### src/rtl/rom_stream_pkg.sv
// rtl/rom_stream_pkg.sv - shared widths and FSM state encoding for the ROM stream reader
package rom_stream_pkg;

    localparam int ROM_ADDR_W = 8;
    localparam int ROM_DATA_W = 8;
    // Byte count needs one extra bit so a full 2^ADDR_W sweep is expressible.
    localparam int ROM_LEN_W  = ROM_ADDR_W + 1;

    typedef enum logic [1:0] {
        ST_IDLE  = 2'd0,
        ST_RUN   = 2'd1,
        ST_DRAIN = 2'd2
    } state_t;

endpackage

### src/rtl/rom_stream_fifo.sv
// rtl/rom_stream_fifo.sv - synchronous output FIFO with registered occupancy count
module rom_stream_fifo #(
    parameter int DEPTH = 4,
    parameter int WIDTH = 8
) (
    input  logic                     clk,
    input  logic                     reset,
    input  logic                     wr_en,
    input  logic [WIDTH-1:0]         wr_data,
    input  logic                     rd_en,
    output logic [WIDTH-1:0]         rd_data,
    output logic                     empty,
    output logic [$clog2(DEPTH):0]   count
);

    localparam int PTR_W = $clog2(DEPTH);
    localparam int CNT_W = PTR_W + 1;

    logic [WIDTH-1:0] mem_q [DEPTH];
    logic [WIDTH-1:0] mem_d [DEPTH];
    logic [PTR_W-1:0] wr_ptr_q, wr_ptr_d;
    logic [PTR_W-1:0] rd_ptr_q, rd_ptr_d;
    logic [CNT_W-1:0] count_q, count_d;
    logic             full;
    logic             do_wr;
    logic             do_rd;

    assign empty   = (count_q == '0);
    assign full    = (count_q == CNT_W'(DEPTH));
    assign count   = count_q;
    // Head byte is forced to zero while empty so the stream data idles at 0.
    assign rd_data = empty ? '0 : mem_q[rd_ptr_q];
    assign do_wr   = wr_en & ~full;
    assign do_rd   = rd_en & ~empty;

    // Next storage, pointer and count values for this cycle's push/pop.
    always_comb begin
        mem_d    = mem_q;
        wr_ptr_d = wr_ptr_q;
        rd_ptr_d = rd_ptr_q;
        if (do_wr) begin
            mem_d[wr_ptr_q] = wr_data;
            wr_ptr_d        = wr_ptr_q + PTR_W'(1);
        end
        if (do_rd) begin
            rd_ptr_d = rd_ptr_q + PTR_W'(1);
        end
        count_d = count_q + CNT_W'(do_wr) - CNT_W'(do_rd);
    end

    // Pointers and count flush on reset; stale entries become unreachable.
    always_ff @(posedge clk) begin
        if (reset) begin
            wr_ptr_q <= '0;
            rd_ptr_q <= '0;
            count_q  <= '0;
        end else begin
            wr_ptr_q <= wr_ptr_d;
            rd_ptr_q <= rd_ptr_d;
            count_q  <= count_d;
        end
    end

    // Storage array needs no reset.
    always_ff @(posedge clk) begin
        mem_q <= mem_d;
    end

endmodule

### src/rtl/rom_stream_reader.sv
// rtl/rom_stream_reader.sv - streams a run of ROM bytes out on valid/ready; ROM_STREAM_CHECKSUM_EN adds a run checksum output
module rom_stream_reader
    import rom_stream_pkg::*;
#(
    parameter int ADDR_W     = ROM_ADDR_W,
    parameter int DATA_W     = ROM_DATA_W,
    parameter int FIFO_DEPTH = 4
) (
    input  logic              clk,
    input  logic              reset,
    input  logic              start,
    input  logic [ADDR_W-1:0] start_addr,
    input  logic [ADDR_W:0]   length,
    output logic              busy,
    output logic              done,
    output logic              rom_ce,
    output logic              rom_oce,
    output logic [ADDR_W-1:0] rom_ad,
    input  logic [DATA_W-1:0] rom_dout,
    output logic              m_valid,
    output logic [DATA_W-1:0] m_data,
    input  logic              m_ready
`ifdef ROM_STREAM_CHECKSUM_EN
    ,
    output logic [DATA_W-1:0] checksum
`endif
);

    localparam int CNT_W = $clog2(FIFO_DEPTH) + 1;

    state_t            state_q, state_d;
    logic [ADDR_W-1:0] addr_q, addr_d;
    logic [ADDR_W:0]   remaining_q, remaining_d;
    logic              rd_valid_q, rd_valid_d;
    logic              issue;
    logic              accept;
    logic              credit_ok;
    logic              fifo_empty;
    logic [CNT_W-1:0]  fifo_count;
    logic              pop;

    // A read may only go out if its byte is guaranteed a FIFO slot.
    assign credit_ok = (CNT_W'(rd_valid_q) + fifo_count) < CNT_W'(FIFO_DEPTH);
    assign m_valid   = ~fifo_empty;
    assign pop       = m_valid & m_ready;
    assign rom_ce    = issue;
    assign rom_oce   = issue;
    assign rom_ad    = addr_q;

    // Command FSM, read issue and address/remaining bookkeeping.
    always_comb begin
        state_d     = state_q;
        addr_d      = addr_q;
        remaining_d = remaining_q;
        issue       = 1'b0;
        accept      = 1'b0;
        done        = 1'b0;
        busy        = 1'b0;
        case (state_q)
            ST_IDLE: begin
                if (start && (length != '0)) begin
                    accept      = 1'b1;
                    addr_d      = start_addr;
                    remaining_d = length;
                    state_d     = ST_RUN;
                end
            end
            ST_RUN: begin
                busy = 1'b1;
                if ((remaining_q != '0) && credit_ok) begin
                    issue       = 1'b1;
                    addr_d      = addr_q + ADDR_W'(1);
                    remaining_d = remaining_q - (ADDR_W+1)'(1);
                    if (remaining_q == (ADDR_W+1)'(1)) begin
                        state_d = ST_DRAIN;
                    end
                end
            end
            ST_DRAIN: begin
                if (!rd_valid_q && fifo_empty) begin
                    done    = 1'b1;
                    state_d = ST_IDLE;
                end else begin
                    busy = 1'b1;
                end
            end
            default: state_d = ST_IDLE;
        endcase
        // Each issued read marks the following cycle's rom_dout as a FIFO write.
        rd_valid_d = issue;
    end

    // State, address, count and read-valid registers.
    always_ff @(posedge clk) begin
        if (reset) begin
            state_q     <= ST_IDLE;
            addr_q      <= '0;
            remaining_q <= '0;
            rd_valid_q  <= 1'b0;
        end else begin
            state_q     <= state_d;
            addr_q      <= addr_d;
            remaining_q <= remaining_d;
            rd_valid_q  <= rd_valid_d;
        end
    end

    rom_stream_fifo #(
        .DEPTH (FIFO_DEPTH),
        .WIDTH (DATA_W)
    ) u_fifo (
        .clk     (clk),
        .reset   (reset),
        .wr_en   (rd_valid_q),
        .wr_data (rom_dout),
        .rd_en   (pop),
        .rd_data (m_data),
        .empty   (fifo_empty),
        .count   (fifo_count)
    );

`ifdef ROM_STREAM_CHECKSUM_EN
    logic [DATA_W-1:0] sum_q, sum_d;

    assign checksum = sum_q;

    // Running byte sum; cleared on command accept, frozen once the run drains.
    always_comb begin
        sum_d = sum_q;
        if (accept) begin
            sum_d = '0;
        end else if (pop) begin
            sum_d = sum_q + m_data;
        end
    end

    // Checksum register.
    always_ff @(posedge clk) begin
        if (reset) begin
            sum_q <= '0;
        end else begin
            sum_q <= sum_d;
        end
    end
`endif

endmodule
### config.mk
export PLATFORM = sky130hd
export DESIGN_NAME = rom_stream_reader
export DESIGN_NICKNAME = d
export VERILOG_FILES = /design/src/rtl/rom_stream_pkg.sv /design/src/rtl/rom_stream_fifo.sv /design/src/rtl/rom_stream_reader.sv
export SDC_FILE = /design/constraint.sdc
export NUM_CORES = 1
export LEC_CHECK = 0
export CORE_UTILIZATION = 40
export DETAILED_ROUTE_END_ITERATION = 10
export DONT_BUFFER_PORTS = 1
export PLACE_DENSITY = 0.51
export REMOVE_ABC_BUFFERS = 1
export SLEW_MARGIN = 5
export SYNTH_ARGS = -nofsm -noshare
export SYNTH_HDL_FRONTEND = slang
export SYNTH_HIERARCHICAL = 1
export SYNTH_SLANG_ARGS = --single-unit
### constraint.sdc
create_clock -name clk -period 7.69 [get_ports clk]
set_clock_uncertainty 0.2 [all_clocks]
set_input_delay 2.307 -clock clk [delete_from_list [all_inputs] [get_ports clk]]
set_output_delay 2.307 -clock clk [all_outputs]
set_load 0.05 [all_outputs]
Word level (Yosys, flattened, before mapping):

Index checks and enable logic that the tools add are counted.

* add/subtract/negate cells: 7
* $lt $le $gt $ge: 4
* eq/ne operators: 8
* muxes and demuxes: 24
* bitwise operators: 7
* reduce and logical (&&, ||, !) cells: 12

Operators with widths (count)
* two-way mux 8 bit: 6
* bitwise mux 32 bit: 1
* two-way mux 9 bit: 2
* one-hot mux 9 bit (2 select lines): 1
* nonzero test 9 bit: 2
* binary-select mux 8 bit (select 2 bit): 1
* demux 8 bit (select 2 bit): 1
* one-hot mux 8 bit (2 select lines): 1
* == test 9 x 1 -> 1 bit (second input constant): 1
* subtractor 9 x 1 -> 9 bit (second input constant): 1
* adder 8 x 1 -> 8 bit (second input constant): 1
* two-way mux 2 bit: 4
* != test 2 bit (second input constant): 4
* greater-or-equal comparator 3 bit (second input constant): 2
* inverter 2 -> 3 bit: 2
* one-hot mux 2 bit (3 select lines): 1
* two-way mux 1 bit: 5
* adder 2 x 1 -> 2 bit (second input constant): 2
* logical AND 1 bit: 4
* AND reduction 4 bit: 1
* adder 1 x 3 -> 3 bit: 1
* adder 3 x 1 -> 3 bit: 1
* bitwise AND 1 bit: 3
* == test 3 bit (second input constant): 1
* 12 further kinds: 13

* register bits: 59
* input bits: 29
* logic and storage cells: 73

Depth between registers and ports, before layout:

Gate-level depths: netlist of the first run.

* word-level depth: 6
* depth in mapped cells: 13
* depth with buffers taken out: 12

Modules after synthesis:

The synthesis of the first run kept the hierarchy.

By module, submodules not included
* rom_stream_fifo: times used 1, cells an instance 98, area an instance 1705.4 um2
* rom_stream_reader: times used 1, cells an instance 185, area an instance 1542.7 um2

Least setup slack after synthesis of the first run:

OpenSTA, ideal clock, no wires.

* path type: register -> output
* start: register state_q[1]
* end: output busy
* arrival time: 1.875 ns
* setup slack: 3.308 ns
* cell stages (with the launch flop): 8
* path through: dfxtp_1 > inv_1 > ha_1 > buf_2 > buf_2 > buf_2 > a21oi_1 > nor2b_1

* word-level cells in the longest chain between the ends: 2
* elaborated cells between the ends (all ways): 3

RTL lines
* start, declared: line rom_stream_reader.sv:31 `state_t state_q, state_d;`
* start signal, assigned: line rom_stream_reader.sv:101 `state_q <= state_d;`
* == test 2 bit / == test 2 x 1 -> 1 bit (equally long branches): line rom_stream_reader.sv:59 `case (state_q)`
* one-hot mux 1 bit (2 select lines) *: line rom_stream_reader.sv:59
* end, declared: line rom_stream_reader.sv:14 `output logic busy,`

Every way passes the cells marked *; elsewhere a longest branch is shown, timed or not.

Worst setup path after layout of the first run:

* start: register u_fifo.count_q[1], in the netlist u_fifo/count[1]
* end: output done

* word-level cells in the longest chain between the ends: 4

RTL lines
* start, declared: line rom_stream_fifo.sv:23 `logic [CNT_W-1:0] count_q, count_d;`
* start signal, assigned: line rom_stream_fifo.sv:60 `count_q <= count_d;`
* logical NOT 3 bit: line rom_stream_fifo.sv:28 `assign empty = (count_q == '0);`
* named net fifo_empty: line rom_stream_reader.sv:38 `logic fifo_empty;`
* logical AND 1 bit: line rom_stream_reader.sv:80 `if (!rd_valid_q && fifo_empty) begin`
* two-way mux 1 bit: line rom_stream_reader.sv:80
* two-way mux 1 bit: line rom_stream_reader.sv:59
* end, declared: line rom_stream_reader.sv:15 `output logic done,`

The timed path passes the listed nets, and every way through them passes these cells.

==> results of run 1 <==
[Yosys cell counts, drive strengths merged (4+ instances only)]
cell type  count  share of area
o22ai          4         0.0077
and2           6          0.012
nand3          7          0.012
o21ai         12          0.018
a21oi         15          0.023
inv           19          0.022
mux4           8          0.055
nor2          20          0.025
dfxtp         27           0.17
a221oi         4          0.016
nor2b         17          0.051
a211oi         4          0.015
ha            14          0.054
and3           4         0.0077
mux2i          8          0.025
a31oi          5         0.0096
buf           10          0.022
nand2         11          0.013
nor3           6          0.012
edfxtp        32           0.30
nand2b        15          0.029
[cells by family (layout without fill, tap and decap cells)]
kind of cell,after synthesis,count (layout),share of synthesized area
buffers and inverters,31,36,0.0458
AO/OA/AOI/OAI,54,54,0.121
multiplexers,18,18,0.0871
adder cells (fa/ha/maj),15,15,0.0601
flip-flops,59,59,0.462
XOR/XNOR,3,3,0.00809
AND/OR/NAND/NOR,103,103,0.216
[sequential cells by signal, indices dropped and copies added, names as in the netlist]
name / flops
rom_ad: 8
u_fifo/wr_ptr_q: 2
u_fifo/count: 3
u_fifo/mem_q: 32
state_q: 2
remaining_q: 9
rd_valid_q: 1
u_fifo/rd_ptr_q: 2
[worst paths after layout]
| check | startpoint | slack, ns | endpoint | cells after the start |
|---|---|---|---|---|
| setup / recovery | u_fifo/count[1] | 2.51 | done | 3 |
| hold / removal | remaining_q[7] | 0.29 | remaining_q[7] | 2 |
| setup reg to reg | u_fifo/count[1] | 4.41 | u_fifo/count[2] | 12 |
| hold reg to reg | remaining_q[7] | 0.29 | remaining_q[7] | 2 |
[power by group through the flow]
stage / clock (mW) / sequential [mW] / combinational [mW]
2_1_floorplan: 0 / 0.515 / 0.562
3_3_place_gp: 0 / 0.535 / 0.669
3_5_place_dp: 0 / 0.536 / 0.672
4_1_cts: 0.295 / 0.529 / 0.674
5_1_grt: 0.314 / 0.541 / 0.735
6_report: 0.289 / 0.528 / 0.666
[per-layer routing]
layer / part of all wire / vias to the layer above / global-route usage
met3: 0.046 / 10 / 0.0498
li1: - / 1041 / -
met1: 0.49 / 1030 / 0.228
met2: 0.45 / 39 / 0.255
met4: 0.012 / 0 / 0.0586
met5: 0 / - / 0
[area by class of cell]
cell class / count / share of cell area
clock buffer: 9 / 0.0353
sequential: 59 / 0.428
timing repair buffer: 1 / 0.00214
clock inverter: 7 / 0.0217
inverter: 19 / 0.0203
multi-input combinational: 193 / 0.457
tap: 102 / 0.0363
[worst register-to-register path, delay by kind of cell (launching register included)]
kind	cells	cell delay, ns
DFF	1	0.40
AOI/OAI and AO/OA	1	0.16
buffers and inverters	3	0.19
xor gates and xnor gates	1	0.16
adders and majority gates	3	0.77
and+or+nand+nor	4	1.34
==> reports/qor.tcl, run 1 <==
set qor(switching_share) 0.480
set qor(multiInputGateArea_mm2) 0.00160
set qor(groute.usage.overall) 0.168
set qor(clk_root_buffer_cell) {sky130_fd_sc_hd__clkbuf_8}
set qor(slowest_stage_cell_crit_path) {sky130_fd_sc_hd__nor3_4}
set qor(worst_hold_path_type) {reg -> reg}
set qor(die-width_um) 92.1
set qor(post-route-period-util) 0.674
set qor(antenna_found_initial) 0
set qor(place.gp.congestion) 0.713
set qor(number_of_buffers_created_by_cts) 9
set qor(final.setup.tns_ns) 0
set qor(design.final.nets) 327
set qor(timing.setup.critical_path_class) {reg -> out}
set qor(path_buf_inv) 0
set qor(clock_tree_from_tritoncts) {yes}
set qor(placedCellCount) 374
set qor(synthToLayoutAreaGrowth_pct) 8.13
set qor(critical_path.startpoint_type) {flip-flop}
set qor(rows) 32
set qor(clock_power_share) 0.195
set qor(postSynth.topFlopCell) {sky130_fd_sc_hd__edfxtp_1}
set qor(p_leak_nw) 1.25
set qor(cts.sinks) 59
set qor(crit_fanout) 13
set qor(share_of_total_power_in_combinational_logic) 0.449
set qor(dpl_wire_length_mm) 4.47
set qor(route.vias.total) 2120
set qor(fmax_mhz) 193
set qor(finalSetupViolCount) 0
set qor(layout_commonest_cell) {sky130_fd_sc_hd__edfxtp_1}
set qor(insertedDiodeCount) 0
set qor(place_ws_ns) 2.82
set qor(finalMaxSlewViolations) 0
set qor(mostFrequentLayoutCells) {sky130_fd_sc_hd__edfxtp_1 (32), sky130_fd_sc_hd__dfxtp_1 (27), sky130_fd_sc_hd__inv_1 (19), sky130_fd_sc_hd__nor2_1 (17)}
set qor(yosys_warnings) 6
set qor(grt_pass1_vias) 2129
set qor(worstPathCellList) {nor3_4 -> nand2b_1 -> nor2_1}
set qor(seq_area_frac_synth) 0.462
set qor(cts-htree-levels) 3
set qor(total_power_mw) 1.48
set qor(layout.cells.non_filler) 390
set qor(internal_power_mw) 0.771
set qor(die_h_um) 92.1
set qor(detailedRoute.firstIterationViolations) 77
set qor(cts.reportedPaths.clkPinSlew_ns) 0.07
set qor(start_util) 0.416
set qor(post_drt_wl_per_cell_um) 16.9
set qor(post_synth_inst_count) 283
set qor(register_area_mm2) 0.00150
set qor(first_pass_grt_wire_length_mm) 10.9
set qor(total_wirelength_mm) 6.60
set qor(ir_drop_uv) 177
set qor(cts_max_path_buffers) 2
set qor(maxSlewHeadroom) 0.315
set qor(post_cts.repair.setup_buffers) 0
set qor(drc) 0
set qor(cts_resized) 0
set qor(layout.cell_area.non_filler_mm2) 0.00351
set qor(critPathMaxStageDelay_ns) 0.87
set qor(worst_setup_path_end_kind) {primary output}
set qor(worst_path_dominant_cell_family) {simple AND/OR/NAND/NOR gates}
set qor(clk-insertion-delay-late_ns) 0.34
set qor(cts.hold.buffers_added) 0
set qor(fillers) 748
set qor(final_antenna_net_count) 0
set qor(top_level_ports) 50
set qor(rsz_0062_raised_after_global_routing) {false}
set qor(vias_per_cell) 5.44
set qor(port_buffers) 0
set qor(final_core_util) 0.450
set qor(worst-slew-pin-transition_ns) 1.02
set qor(cp_data_arrival_time_ns) 2.67
set qor(postPlaceCellArea_mm2) 0.00331
set qor(synth_seq_cells) 59
set qor(cp_data_required_time_ns) 5.18
set qor(whs_ns) 0.287
set qor(post_synth_edffs) 32
set qor(outcome) {finished clean}
set qor(final_layout_size_suffix_gt1_frac) 0.191
set qor(globalRouteOverflowTotal) 0
set qor(fp.coreArea_mm2) 0.00781
set qor(max-cap-violations) 0
set qor(grt_max_degree) 35
set qor(drt_pre_antenna_iters) 4
set qor(hold_viol_final) 0
set qor(min_clock_period_post_route_ns) 5.18
set qor(die_footprint_mm2) 0.00848
set qor(ys_async_sr_fraction) 0
set qor(post_synth_instance_area_mm2) 0.00325
set qor(pwr-share-seq) 0.356
set qor(syn-mean-instance-area_um2) 11.5
set qor(net_switching_component_of_the_power_mw) 0.712
set qor(ys_types) 57
set qor(finalWorstSetupSlack_ns) 2.51
set qor(p_per_area_mw_per_mm2) 422
(Power assumes the default switching activity.)
==> inputs of run 2 (changes only) <==
Clock period 7.69 ns to 5.4 ns, I/O delays scaled along.
==> reports/qor.tcl, run 2 (same netlist as run 1, synthesis figures left out) <==
set qor(worstPathCellList) {nand3_1 -> xor2_1 -> nand3_1 -> inv_1}
set qor(cts_max_path_buffers) 2
set qor(detailedRoute.firstIterationViolations) 90
set qor(clk-insertion-delay-late_ns) 0.33
set qor(hold_viol_final) 0
set qor(post_cts.repair.setup_buffers) 0
set qor(path_buf_inv) 1
set qor(clock_tree_from_tritoncts) {yes}
set qor(mostFrequentLayoutCells) {sky130_fd_sc_hd__edfxtp_1 (32), sky130_fd_sc_hd__dfxtp_1 (27), sky130_fd_sc_hd__inv_1 (19), sky130_fd_sc_hd__nor2_1 (17)}
set qor(drt_pre_antenna_iters) 4
set qor(port_buffers) 0
set qor(cts-htree-levels) 3
set qor(rsz_0062_raised_after_global_routing) {false}
set qor(worst_hold_path_type) {reg -> reg}
set qor(layout_commonest_cell) {sky130_fd_sc_hd__edfxtp_1}
set qor(largest_register_ffs) 32
set qor(insertedDiodeCount) 0
set qor(cp_data_arrival_time_ns) 2.00
set qor(pwr-share-seq) 0.352
set qor(dpl_wire_length_mm) 4.45
set qor(critical_path.startpoint_type) {flip-flop}
set qor(drc) 0
set qor(top_level_ports) 50
set qor(fillers) 745
set qor(ir_drop_uv) 342
set qor(die_footprint_mm2) 0.00848
set qor(share_of_total_power_in_combinational_logic) 0.445
set qor(crit_fanout) 7
set qor(clock_power_share) 0.204
set qor(maxSlewHeadroom) 0.400
set qor(vias_per_cell) 5.40
set qor(synthToLayoutAreaGrowth_pct) 9.05
set qor(cts.hold.buffers_added) 0
set qor(cts.reportedPaths.clkPinSlew_ns) 0.07
set qor(die_h_um) 92.1
set qor(final.setup.tns_ns) 0
set qor(finalWorstSetupSlack_ns) 1.58
set qor(critPathMaxStageDelay_ns) 0.64
set qor(route.vias.total) 2118
set qor(globalRouteOverflowTotal) 0
set qor(finalMaxSlewViolations) 0
set qor(whs_ns) 0.284
set qor(switching_share) 0.465
set qor(max-cap-violations) 0
set qor(post-route-period-util) 0.708
set qor(final_antenna_net_count) 0
set qor(fp.coreArea_mm2) 0.00781
set qor(design.final.nets) 329
set qor(total_wirelength_mm) 6.48
set qor(p_per_area_mw_per_mm2) 607
set qor(clk_root_buffer_cell) {sky130_fd_sc_hd__clkbuf_8}
set qor(post_drt_wl_per_cell_um) 16.5
set qor(timing.critical_path.mode_cell) {sky130_fd_sc_hd__nand3_1}
set qor(total_power_mw) 2.15
set qor(worst_path_dominant_cell_family) {buffers and inverters}
set qor(cts_resized) 0
set qor(fmax_mhz) 262
set qor(worst_setup_path_end_kind) {primary output}
set qor(worst-slew-pin-transition_ns) 0.897
set qor(min_clock_period_post_route_ns) 3.82
set qor(place_ws_ns) 1.82
set qor(cts.sinks) 59
set qor(number_of_buffers_created_by_cts) 9
set qor(outcome) {finished clean}
set qor(antenna_found_initial) 0
set qor(timing.setup.critical_path_class) {reg -> out}
set qor(cp_data_required_time_ns) 3.58
set qor(place.gp.congestion) 0.745
set qor(rows) 32
set qor(grt_max_degree) 38
set qor(finalSetupViolCount) 0
set qor(start_util) 0.416
set qor(net_switching_component_of_the_power_mw) 1.00
set qor(final_layout_size_suffix_gt1_frac) 0.190
set qor(first_pass_grt_wire_length_mm) 10.8
set qor(regMostFlops) {u_fifo/mem_q}
set qor(internal_power_mw) 1.15
set qor(p_leak_nw) 1.26
set qor(die-width_um) 92.1
set qor(groute.usage.overall) 0.168
set qor(slowest_stage_cell_crit_path) {sky130_fd_sc_hd__inv_1}
set qor(grt_pass1_vias) 2131
==> run 2: cell type report <==
| class | count | area (µm²) | share of cell area |
|---|---|---|---|
| Sequential cell | 59 | 1500 | 0.424 |
| Clock buffer | 9 | 124 | 0.0350 |
| Multi-Input combinational cell | 193 | 1600 | 0.453 |
| Inverter | 19 | 71.3 | 0.0201 |
| Tap cell | 102 | 128 | 0.0360 |
| Clock inverter | 7 | 91.3 | 0.0258 |
| Timing Repair Buffer | 3 | 22.5 | 0.00636 |
==> run 2: power groups by stage <==
stage	registers (mW)	logic (mW)	clock network, mW
global route	0.776	1.06	0.473
floorplan	0.734	0.801	0
global placement	0.765	0.963	0
CTS	0.756	0.967	0.449
detailed placement	0.766	0.964	0
finish	0.756	0.956	0.438
==> run 2: routing by layer <==
layer | wire (µm) | vias up | share of wire | GRT usage
met5 | 0 | - | 0 | 0
met4 | 85 | 0 | 0.013 | 0.0833
met3 | 295 | 5 | 0.046 | 0.0439
met2 | 2980 | 44 | 0.46 | 0.256
met1 | 3130 | 1022 | 0.48 | 0.220
li1 | - | 1047 | - | -
==> run 2: per-stage QoR <==
stage               instance area [µm²]  cells   util
floorplan                          3170    271      -
global placement                   3330    376  0.426
detailed placement                 3330    376  0.426
CTS                                3540    392  0.454
global route                       3540    392  0.454
finish                             3540    392  0.454
==> run 2: worst register-to-register path, delay by kind of cell, from the launching register on <==
kind	cells	cell delay, ns
buf+inv	4	0.50
simple gates	4	0.64
flops	1	0.40
fa+ha+maj	3	0.78
xor+xnor	1	0.15
compound gates	1	0.11
==> run 2: path summary, 6_finish.rpt <==
kind / slack (ns) / cells after the start / endpoint / start
setup reg to reg: 2.56 / 13 / u_fifo/count[2] / u_fifo/count[1]
hold / removal: 0.28 / 2 / remaining_q[7] / remaining_q[7]
hold reg to reg: 0.28 / 2 / remaining_q[7] / remaining_q[7]
setup / recovery: 1.58 / 4 / rom_ce / u_fifo/count[1]
